### config.mk
export PLATFORM = sky130hd
export DESIGN_NAME = mem_access
export DESIGN_NICKNAME = d
export VERILOG_FILES = /design/src/rtl/mem_access_pkg.sv /design/src/rtl/mem_access_load_extend.sv /design/src/rtl/mem_access.sv
export SDC_FILE = /design/constraint.sdc
export NUM_CORES = 1
export LEC_CHECK = 0
export ABC_AREA = 0
export BUFFER_PORTS_ARGS = -buffer_cell sky130_fd_sc_hd__clkbuf_2
export CORE_MARGIN = 1
export CORE_UTILIZATION = 40
export DETAILED_ROUTE_END_ITERATION = 7
export PLACE_DENSITY_LB_ADDON = 0.12
export SLEW_MARGIN = 5
export SYNTH_ARGS = -nofsm -noshare
export SYNTH_HDL_FRONTEND = slang
export SYNTH_HIERARCHICAL = 1
export SYNTH_SLANG_ARGS = --single-unit
### constraint.sdc
create_clock -name clk_in -period 5 [get_ports clk_in]
set_input_delay 0.25 -clock clk_in [delete_from_list [all_inputs] [get_ports clk_in]]
set_output_delay 0.25 -clock clk_in [all_outputs]
set_load 0.01 [all_outputs]
### src/rtl/mem_access_pkg.sv
// Shared widths, inst-type codes and write-back constants for the MEM-stage access unit.
package mem_access_pkg;

   localparam int unsigned RegBus      = 32;
   localparam int unsigned RegAddrBus  = 5;
   localparam int unsigned InstAddrBus = 32;
   localparam int unsigned InstTypeBus = 6;
   localparam int unsigned ByteW       = 8;

   localparam logic [InstTypeBus-1:0] EXE_LB  = 6'd11;
   localparam logic [InstTypeBus-1:0] EXE_LH  = 6'd12;
   localparam logic [InstTypeBus-1:0] EXE_LW  = 6'd13;
   localparam logic [InstTypeBus-1:0] EXE_LBU = 6'd14;
   localparam logic [InstTypeBus-1:0] EXE_LHU = 6'd15;
   localparam logic [InstTypeBus-1:0] EXE_SB  = 6'd16;
   localparam logic [InstTypeBus-1:0] EXE_SH  = 6'd17;
   localparam logic [InstTypeBus-1:0] EXE_SW  = 6'd18;

   localparam logic [RegBus-1:0]     ZeroWord     = 32'h0000_0000;
   localparam logic [RegAddrBus-1:0] NOPRegAdder  = 5'd0;
   localparam logic                  Stop         = 1'b1;
   localparam logic                  NotStop      = 1'b0;
   localparam logic                  WriteEnable  = 1'b1;
   localparam logic                  WriteDisable = 1'b0;

   // Number of bytes moved by an access of the given type (word for anything unknown).
   function automatic logic [2:0] access_bytes(input logic [InstTypeBus-1:0] t);
      case (t)
         EXE_LB, EXE_LBU, EXE_SB: access_bytes = 3'd1;
         EXE_LH, EXE_LHU, EXE_SH: access_bytes = 3'd2;
         default:                 access_bytes = 3'd4;
      endcase
   endfunction

endpackage

### src/rtl/mem_access_load_extend.sv
// Assembles the four captured load bytes and sign/zero-extends them by inst type.
module load_extend
   import mem_access_pkg::*;
(
   input  logic [RegBus-1:0]      word,
   input  logic [InstTypeBus-1:0] inst_type,
   output logic [RegBus-1:0]      value
);

   always_comb begin
      value = word;
      case (inst_type)
         EXE_LB:  value = {{24{word[7]}}, word[7:0]};
         EXE_LBU: value = {24'h000000, word[7:0]};
         EXE_LH:  value = {{16{word[15]}}, word[15:0]};
         EXE_LHU: value = {16'h0000, word[15:0]};
         default: value = word;
      endcase
   end

endmodule

### src/rtl/mem_access.sv
// MEM-stage memory access unit: serialises loads/stores onto an 8-bit RAM port.
// Optional performance counters enabled by defining MEM_ACCESS_PERF_EN.
module mem_access
   import mem_access_pkg::*;
(
   input  logic                   clk_in,
   input  logic                   rst_in,
   input  logic                   rdy_in,
   input  logic [5:0]             stall,
   input  logic                   rd_mem_in,
   input  logic [RegBus-1:0]      rd_val_mem_in,
   input  logic [RegAddrBus-1:0]  rd_addr_mem_in,
   input  logic [InstTypeBus-1:0] inst_type_mem_in,
   input  logic                   load_mem_in,
   input  logic                   store_mem_in,
   input  logic [InstAddrBus-1:0] mem_addr_mem_in,
   input  logic [RegBus-1:0]      mem_val_mem_in,
   input  logic                   mem_busy_in,
   input  logic [ByteW-1:0]       mem_din_in,
   output logic                   mem_req_out,
   output logic                   mem_wr_out,
   output logic [InstAddrBus-1:0] mem_a_out,
   output logic [ByteW-1:0]       mem_dout_out,
   output logic                   rd_wb_out,
   output logic [RegBus-1:0]      rd_val_wb_out,
   output logic [RegAddrBus-1:0]  rd_addr_wb_out,
   output logic                   stallreq_mem_out,
   output logic [31:0]            load_cnt_out,
   output logic [31:0]            store_cnt_out,
   output logic [31:0]            stall_cnt_out
);

   typedef enum logic [1:0] {IDLE, ACCESS, WAIT, DONE} state_t;

   state_t                 state, state_nxt;
   logic [InstAddrBus-1:0] addr;
   logic [RegBus-1:0]      data;
   logic [InstTypeBus-1:0] itype;
   logic                   is_load;
   logic [RegAddrBus-1:0]  rd_addr;
   logic [2:0]             n, idx;
   logic                   pend_valid;
   logic [1:0]             pend_idx;
   logic [RegBus-1:0]      ld_word, ld_val;
   logic                   start, issue;
   logic                   unused_stall;

   assign unused_stall = ^{stall[5], stall[3:0]};

   load_extend u_load_extend (
      .word      (ld_word),
      .inst_type (itype),
      .value     (ld_val)
   );

   always_ff @(posedge clk_in or posedge rst_in) begin
      if (rst_in) state <= IDLE;
      else        state <= state_nxt;
   end

   // Next state and port drive; everything is gated by rdy_in except the IDLE pass-through.
   always_comb begin
      state_nxt        = state;
      start            = 1'b0;
      issue            = 1'b0;
      mem_req_out      = 1'b0;
      mem_wr_out       = WriteDisable;
      mem_a_out        = ZeroWord;
      mem_dout_out     = 8'h00;
      rd_wb_out        = WriteDisable;
      rd_val_wb_out    = ZeroWord;
      rd_addr_wb_out   = NOPRegAdder;
      stallreq_mem_out = 1'b0;
      case (state)
         IDLE: begin
            if (load_mem_in || store_mem_in) begin
               stallreq_mem_out = 1'b1;
               start            = rdy_in;
               if (rdy_in) state_nxt = ACCESS;
            end else begin
               rd_wb_out      = rd_mem_in;
               rd_val_wb_out  = rd_val_mem_in;
               rd_addr_wb_out = rd_addr_mem_in;
            end
         end
         ACCESS: begin
            stallreq_mem_out = 1'b1;
            if (rdy_in && !mem_busy_in) begin
               issue       = 1'b1;
               mem_req_out = 1'b1;
               mem_a_out   = addr + InstAddrBus'(idx);
               if (!is_load) begin
                  mem_wr_out   = WriteEnable;
                  mem_dout_out = data[{idx[1:0], 3'b000} +: 8];
               end
               if (idx == n - 3'd1) state_nxt = is_load ? WAIT : DONE;
            end
         end
         WAIT: begin
            stallreq_mem_out = 1'b1;
            if (rdy_in) state_nxt = DONE;
         end
         DONE: begin
            if (is_load) begin
               rd_wb_out      = WriteEnable;
               rd_val_wb_out  = ld_val;
               rd_addr_wb_out = rd_addr;
            end
            if (rdy_in && stall[4] == NotStop) state_nxt = IDLE;
         end
         default: state_nxt = IDLE;
      endcase
   end

   // Request latch, byte index and load-byte capture (capture ignores rdy/busy).
   always_ff @(posedge clk_in or posedge rst_in) begin
      if (rst_in) begin
         addr       <= ZeroWord;
         data       <= ZeroWord;
         itype      <= '0;
         is_load    <= 1'b0;
         rd_addr    <= NOPRegAdder;
         n          <= 3'd0;
         idx        <= 3'd0;
         pend_valid <= 1'b0;
         pend_idx   <= 2'd0;
         ld_word    <= ZeroWord;
      end else begin
         pend_valid <= issue && is_load;
         pend_idx   <= idx[1:0];
         if (pend_valid) ld_word[{pend_idx, 3'b000} +: 8] <= mem_din_in;
         if (start) begin
            addr    <= mem_addr_mem_in;
            data    <= mem_val_mem_in;
            itype   <= inst_type_mem_in;
            is_load <= load_mem_in;
            rd_addr <= rd_addr_mem_in;
            n       <= access_bytes(inst_type_mem_in);
            idx     <= 3'd0;
            ld_word <= ZeroWord;
         end else if (issue) begin
            idx <= idx + 3'd1;
         end
      end
   end

`ifdef MEM_ACCESS_PERF_EN
   always_ff @(posedge clk_in or posedge rst_in) begin
      if (rst_in) begin
         load_cnt_out  <= 32'd0;
         store_cnt_out <= 32'd0;
         stall_cnt_out <= 32'd0;
      end else if (rdy_in) begin
         if (start && load_mem_in)                load_cnt_out  <= load_cnt_out + 32'd1;
         if (start && !load_mem_in && store_mem_in) store_cnt_out <= store_cnt_out + 32'd1;
         if (stallreq_mem_out)                     stall_cnt_out <= stall_cnt_out + 32'd1;
      end
   end
`else
   assign load_cnt_out  = 32'd0;
   assign store_cnt_out = 32'd0;
   assign stall_cnt_out = 32'd0;
`endif

endmodule

== Yosys cells after proc, flatten, opt, wreduce, memory -nomap -nowiden ==
Cells that the tools add are included.

* Add/subtract/negate cells: 4
* Equal/unequal tests: 20
* Shift-type cells: 3
* Muxes and demuxes: 38
* Bitwise logic cells: 1
* Reductions and logical operators: 12

{| class="wikitable"
|+ Operators by type and width
! operator !! count
|-
| 32-bit 2-to-1 mux || 6
|-
| 32-bit case mux with 4 select lines || 1
|-
| 32-bit case mux with 2 select lines || 1
|-
| 6-bit by 4-bit equality test with 1-bit output (second input constant) || 8
|-
| 32-bit by 3-bit adder with 32-bit output || 1
|-
| 32-bit bitwise mux || 1
|-
| 8-bit by 7-bit variable shift with 32-bit output (first input constant) || 1
|-
| 32-bit by 6-bit variable part select with 8-bit output || 1
|-
| 8-bit by 7-bit variable part select with 32-bit output || 1
|-
| 8-bit 2-to-1 mux || 3
|-
| 6-bit by 5-bit equality test with 1-bit output (second input constant) || 2
|-
| 2-bit 2-to-1 mux || 6
|-
| 2-bit inequality test (second input constant) || 6
|-
| 1-bit 2-to-1 mux || 11
|-
| 5-bit 2-to-1 mux || 2
|-
| 5-bit case mux with 2 select lines || 1
|-
| 2-bit case mux with 4 select lines || 1
|-
| 5-bit negation with 7-bit output || 1
|-
| 3-bit 2-to-1 mux || 2
|-
| 3-bit case mux with 2 select lines || 1
|-
| 6-bit AND reduction || 1
|-
| 3-bit OR reduction || 2
|-
| 2-bit equality test (second input constant) || 2
|-
| 1-bit case mux with 2 select lines || 2
|-
| other kinds (11) || 14
|}

* Flip-flop bits (word level): 119
* Input port bits: 128
* Output and inout port bits: 177
* Logic and storage cells: 89

== Depth between registers and ports, before layout ==
* Depth after elaboration: 6
* Gate-level depth with buffers: 8
* Gate-level depth less buffers: 7

== Modules after synthesis ==
Netlist, hierarchy kept.

{| class="wikitable"
|+ Modules (own cells, without submodules)
! module !! instances !! cells an instance !! area each (µm²) !! sequential area each (µm²)
|-
| mem_access || 1 || 853 || 7,153.1 || 2,977.9
|-
| load_extend || 1 || 53 || 415.4 || 0.0
|}

== Worst setup path after synthesis ==
No wires, ideal clock.

* Path kind: register to output
* Start: reg idx[1]
* End: out mem_a_out[22]
* Arrival time: 2,505 ps
* Data required time: 4,750 ps
* Path slack: 2,245 ps
* Stages on the path, launching flop included: 9
* Path buffers: 2
* Cell sequence: dfrtp_1 > clkbuf_1 > inv_1 > fa_1 > nor2b_1 > o211ai_1 > clkbuf_1 > or3_1 > a21oi_1

* Longest elaborated chain between the ends: 3

{| class="wikitable"
|+ Ends and longest elaborated chain
! what !! line !! text
|-
| start: declaration || mem_access.sv:41 || <nowiki>logic [2:0] n, idx;</nowiki>
|-
| start signal: assignment || mem_access.sv:142 || <nowiki>idx <= idx + 3'd1;</nowiki>
|-
| 32-bit by 3-bit adder with 32-bit output || mem_access.sv:91 || <nowiki>mem_a_out = addr + InstAddrBus'(idx);</nowiki>
|-
| 32-bit 2-to-1 mux || mem_access.sv:88 || <nowiki>if (rdy_in && !mem_busy_in) begin</nowiki>
|-
| 32-bit 2-to-1 mux || mem_access.sv:74 || <nowiki>case (state)</nowiki>
|-
| end: declaration || mem_access.sv:22 || <nowiki>output logic [InstAddrBus-1:0] mem_a_out,</nowiki>
|}

Every way passes these cells.

== Worst setup path after layout ==
* Start: reg idx[1]
* End: out mem_a_out[20]

Same word-level chain as after synthesis.

==> out/results.ini <==
[grt]
grt_pass1_wl_mm=31.7
track_usage_pct=20.5
grt_pass1_vias=6161
antenna_found_initial=2
grt_max_degree=82
grt.overflow.total=0

[logic_synthesis]
yosysWarningCount=6
syn_inst=906
netlist_area_mm2=0.00757
synth-seq-cells=119
synthTopCellsByArea=dfrtp_1, nand2_1, buf_4
yosys.area.top_type_share_pct=39.3
synth.avg_cell_area_um2=8.35
async_flop_share_pct=100
ys.flop_type=dfrtp_1
ys_seq_area_share_pct=39.3
synth-edff-count=0
synth_area_leader_cell=dfrtp_1
synth_cell_types=57

[clocking]
cts_tree=built
cts_hold_buffers=0
postCtsSetupBuffers=0
cts_root_buffer=clkbuf_16
clkTransAtPathRegs_ns=0.06
cts.repair.resized=0
clock-sinks=119
clkLatencyLatePin_ns=0.41
clockBufferDepth=2
htreeDepth=4
cts_buffers=17

[floorplanning]
dieArea_mm2=0.0195
initial_utilization_pct=41.4
die_w_um=140
die_h_um=140
core_area_mm2=0.0183
rows=49
num_io_pins=305

[final_layout]
drive_gt1_share_pct=24.0
num_antenna_cells=0
area_growth_pct=18.0
num-nets-final=1228
final_cell_area_mm2=0.00893
fillers=1833

[worst_setup_path]
critPathCaptureType=output pin
reg2reg_setup_slack_ns=2.59
crit_required_ns=4.75
startpoint_type=flip-flop
cp_max_fo=14
critical_path_class=flip-flop to output pin
cp.arrival_ns=3.54
rr_worst_depth=6
rr_endpoint=addr[27]
rr_startpoint=state[0]

[timing]
tightest_slew_ns=0.913
setup_violations=0
fin_crit_ns=3.79
hold_viol_final=0
drv_slew=0
slew_headroom_pct=39.0
fin_skew_ns=0.00663
tns_ns=0
fmax_mhz=264
rsz0062_at_grt=false
fin_crit_sh_pct=75.9

[drt]
via_count=6520
via_per_inst=4.92
drc=0
wl_per_cell_um=14.6
ant_nets=0
finalWirelength_mm=19.4
firstDrtPassIters=6
first_iter_violations=322

[pwr]
power_density_mw_per_mm2=462
power.leakage_nw=4.86
peakVddDrop_mv=0.321

[placed_design]
hpwl_mm=13.5
place_area_mm2=0.00835
place_congestion=0.809
port_buffers=203

[job]
maxCapViolCount=0

[worst_hold_path]
hold_path.class=input pin to async pin

[outcome]
status=completed

[cells by family after synthesis]
logic type	after synthesis	synth area share, %
AO/OA/AOI/OAI	166	15.6
adder cells (fa/ha/maj)	16	2.74
AND/OR/NAND/NOR	406	23.5
buffers and inverters	170	13.8
XOR/XNOR	16	2.05
multiplexers	12	2.96
other	1	0.0495
flip-flops	119	39.3
[final cells by class]
class / count / area, µm² / share of cell area (%)
sequential: 119 / 2980 / 33.4
clock buffer: 23 / 468 / 5.24
clock inverter: 9 / 100 / 1.12
inverter: 18 / 70.1 / 0.785
multi-input combinational: 712 / 3910 / 43.8
tap: 229 / 287 / 3.21
timing repair buffer: 216 / 1110 / 12.5
[flip-flops by register name, indices dropped and copies added (netlist names)]
register    flops
data           32
n               3
is_load         1
state           2
rd_addr         5
idx             3
pend_idx        2
addr           32
itype           6
pend_valid      1
ld_word        32
[synthesized netlist by cell type (15+ instances only)]
cell / count
clkbuf_1: 35
nor2_1: 89
a21oi_1: 23
and3_1: 21
a21o_1: 18
inv_1: 18
buf_4: 106
dfrtp_1: 119
ha_1: 15
a22oi_1: 69
o21ai_0: 15
nand2_1: 237
[power breakdown]
group	leakage, nW	internal, W	total [W]	switching (W)
registers	1.54	0.00129	0.00161	0.000315
clock network	0.277	0.000755	0.00118	0.000426
logic	3.04	0.000533	0.00134	0.000810
[cell usage in the layout, fill, tap and decap left out, types with 3 or more instances in the layout]
cell       synthesis  layout
a211o_1            8       8
clkbuf_1          35       4
clkbuf_2           0     203
xor2_1             6       6
a21o_1            18      18
o21ai_0           15      15
a22oi_1           69      69
nor4_1             4       4
nor2b_1            3       3
buf_4            106      13
o211ai_1           4       4
conb_1             1      96
and3_1            21      20
or3_1              7       7
o31ai_1           13      13
clkinv_2           0       5
nand2_1          237     237
xnor2_1            9       9
or4_1             12      12
inv_1             18      17
a21oi_1           23      23
nor2_1            89      88
ha_1              15      15
and4_1             5       5
dfrtp_1          119     119
mux4_2             8       8
nand3_1            7       7
nand4_1            6       6
clkbuf_16          0      17
[worst max path at each step]
| stage | start | end | slack (ns) | cells past startpoint |
|---|---|---|---|---|
| after floorplan | rst_in | addr[0] | 1.59 | 1 |
| after global placement | idx[1] | mem_a_out[12] | 1.58 | 7 |
| after detailed placement | idx[1] | mem_a_out[12] | 1.57 | 7 |
| after CTS | idx[1] | mem_a_out[12] | 1.11 | 7 |
| after global routing | idx[1] | mem_a_out[20] | 0.93 | 8 |
| final | idx[1] | mem_a_out[20] | 1.21 | 8 |
[per-layer routing]
| metal | vias to the layer above | track usage, % | wire, µm |
|---|---|---|---|
| li1 | 3257 | - | - |
| met1 | 3025 | 27.8 | 9090 |
| met2 | 226 | 32.0 | 8840 |
| met3 | 12 | 5.64 | 1240 |
| met4 | 0 | 5.55 | 245 |
| met5 | - | 0 | 0 |
[worst max-delay path, cell delays in order, from the launching register on]
cell	delay (ns)
dfrtp_1	0.75
inv_1	0.13
fa_1	0.42
nor2b_1	0.35
o211ai_1	0.36
buf_4	0.29
or4_1	0.50
a21oi_1	0.18
clkbuf_2	0.15
[through the flow]
step                      std cells  utilization (%)  total power (W)  worst slack (ns)  hold WS, ns
after floorplan                1001                -          0.00263              1.59        0.351
after global placement         1293             45.7          0.00295              1.58        0.443
after detailed placement       1293             45.7          0.00298              1.57        0.442
after CTS                      1325             48.8          0.00418              1.11      0.00951
after global routing           1326             48.9          0.00446             0.930       0.0147
final                          1326             48.9          0.00413              1.21       0.0250
No activity file was read; power rests on OpenSTA's default activity.
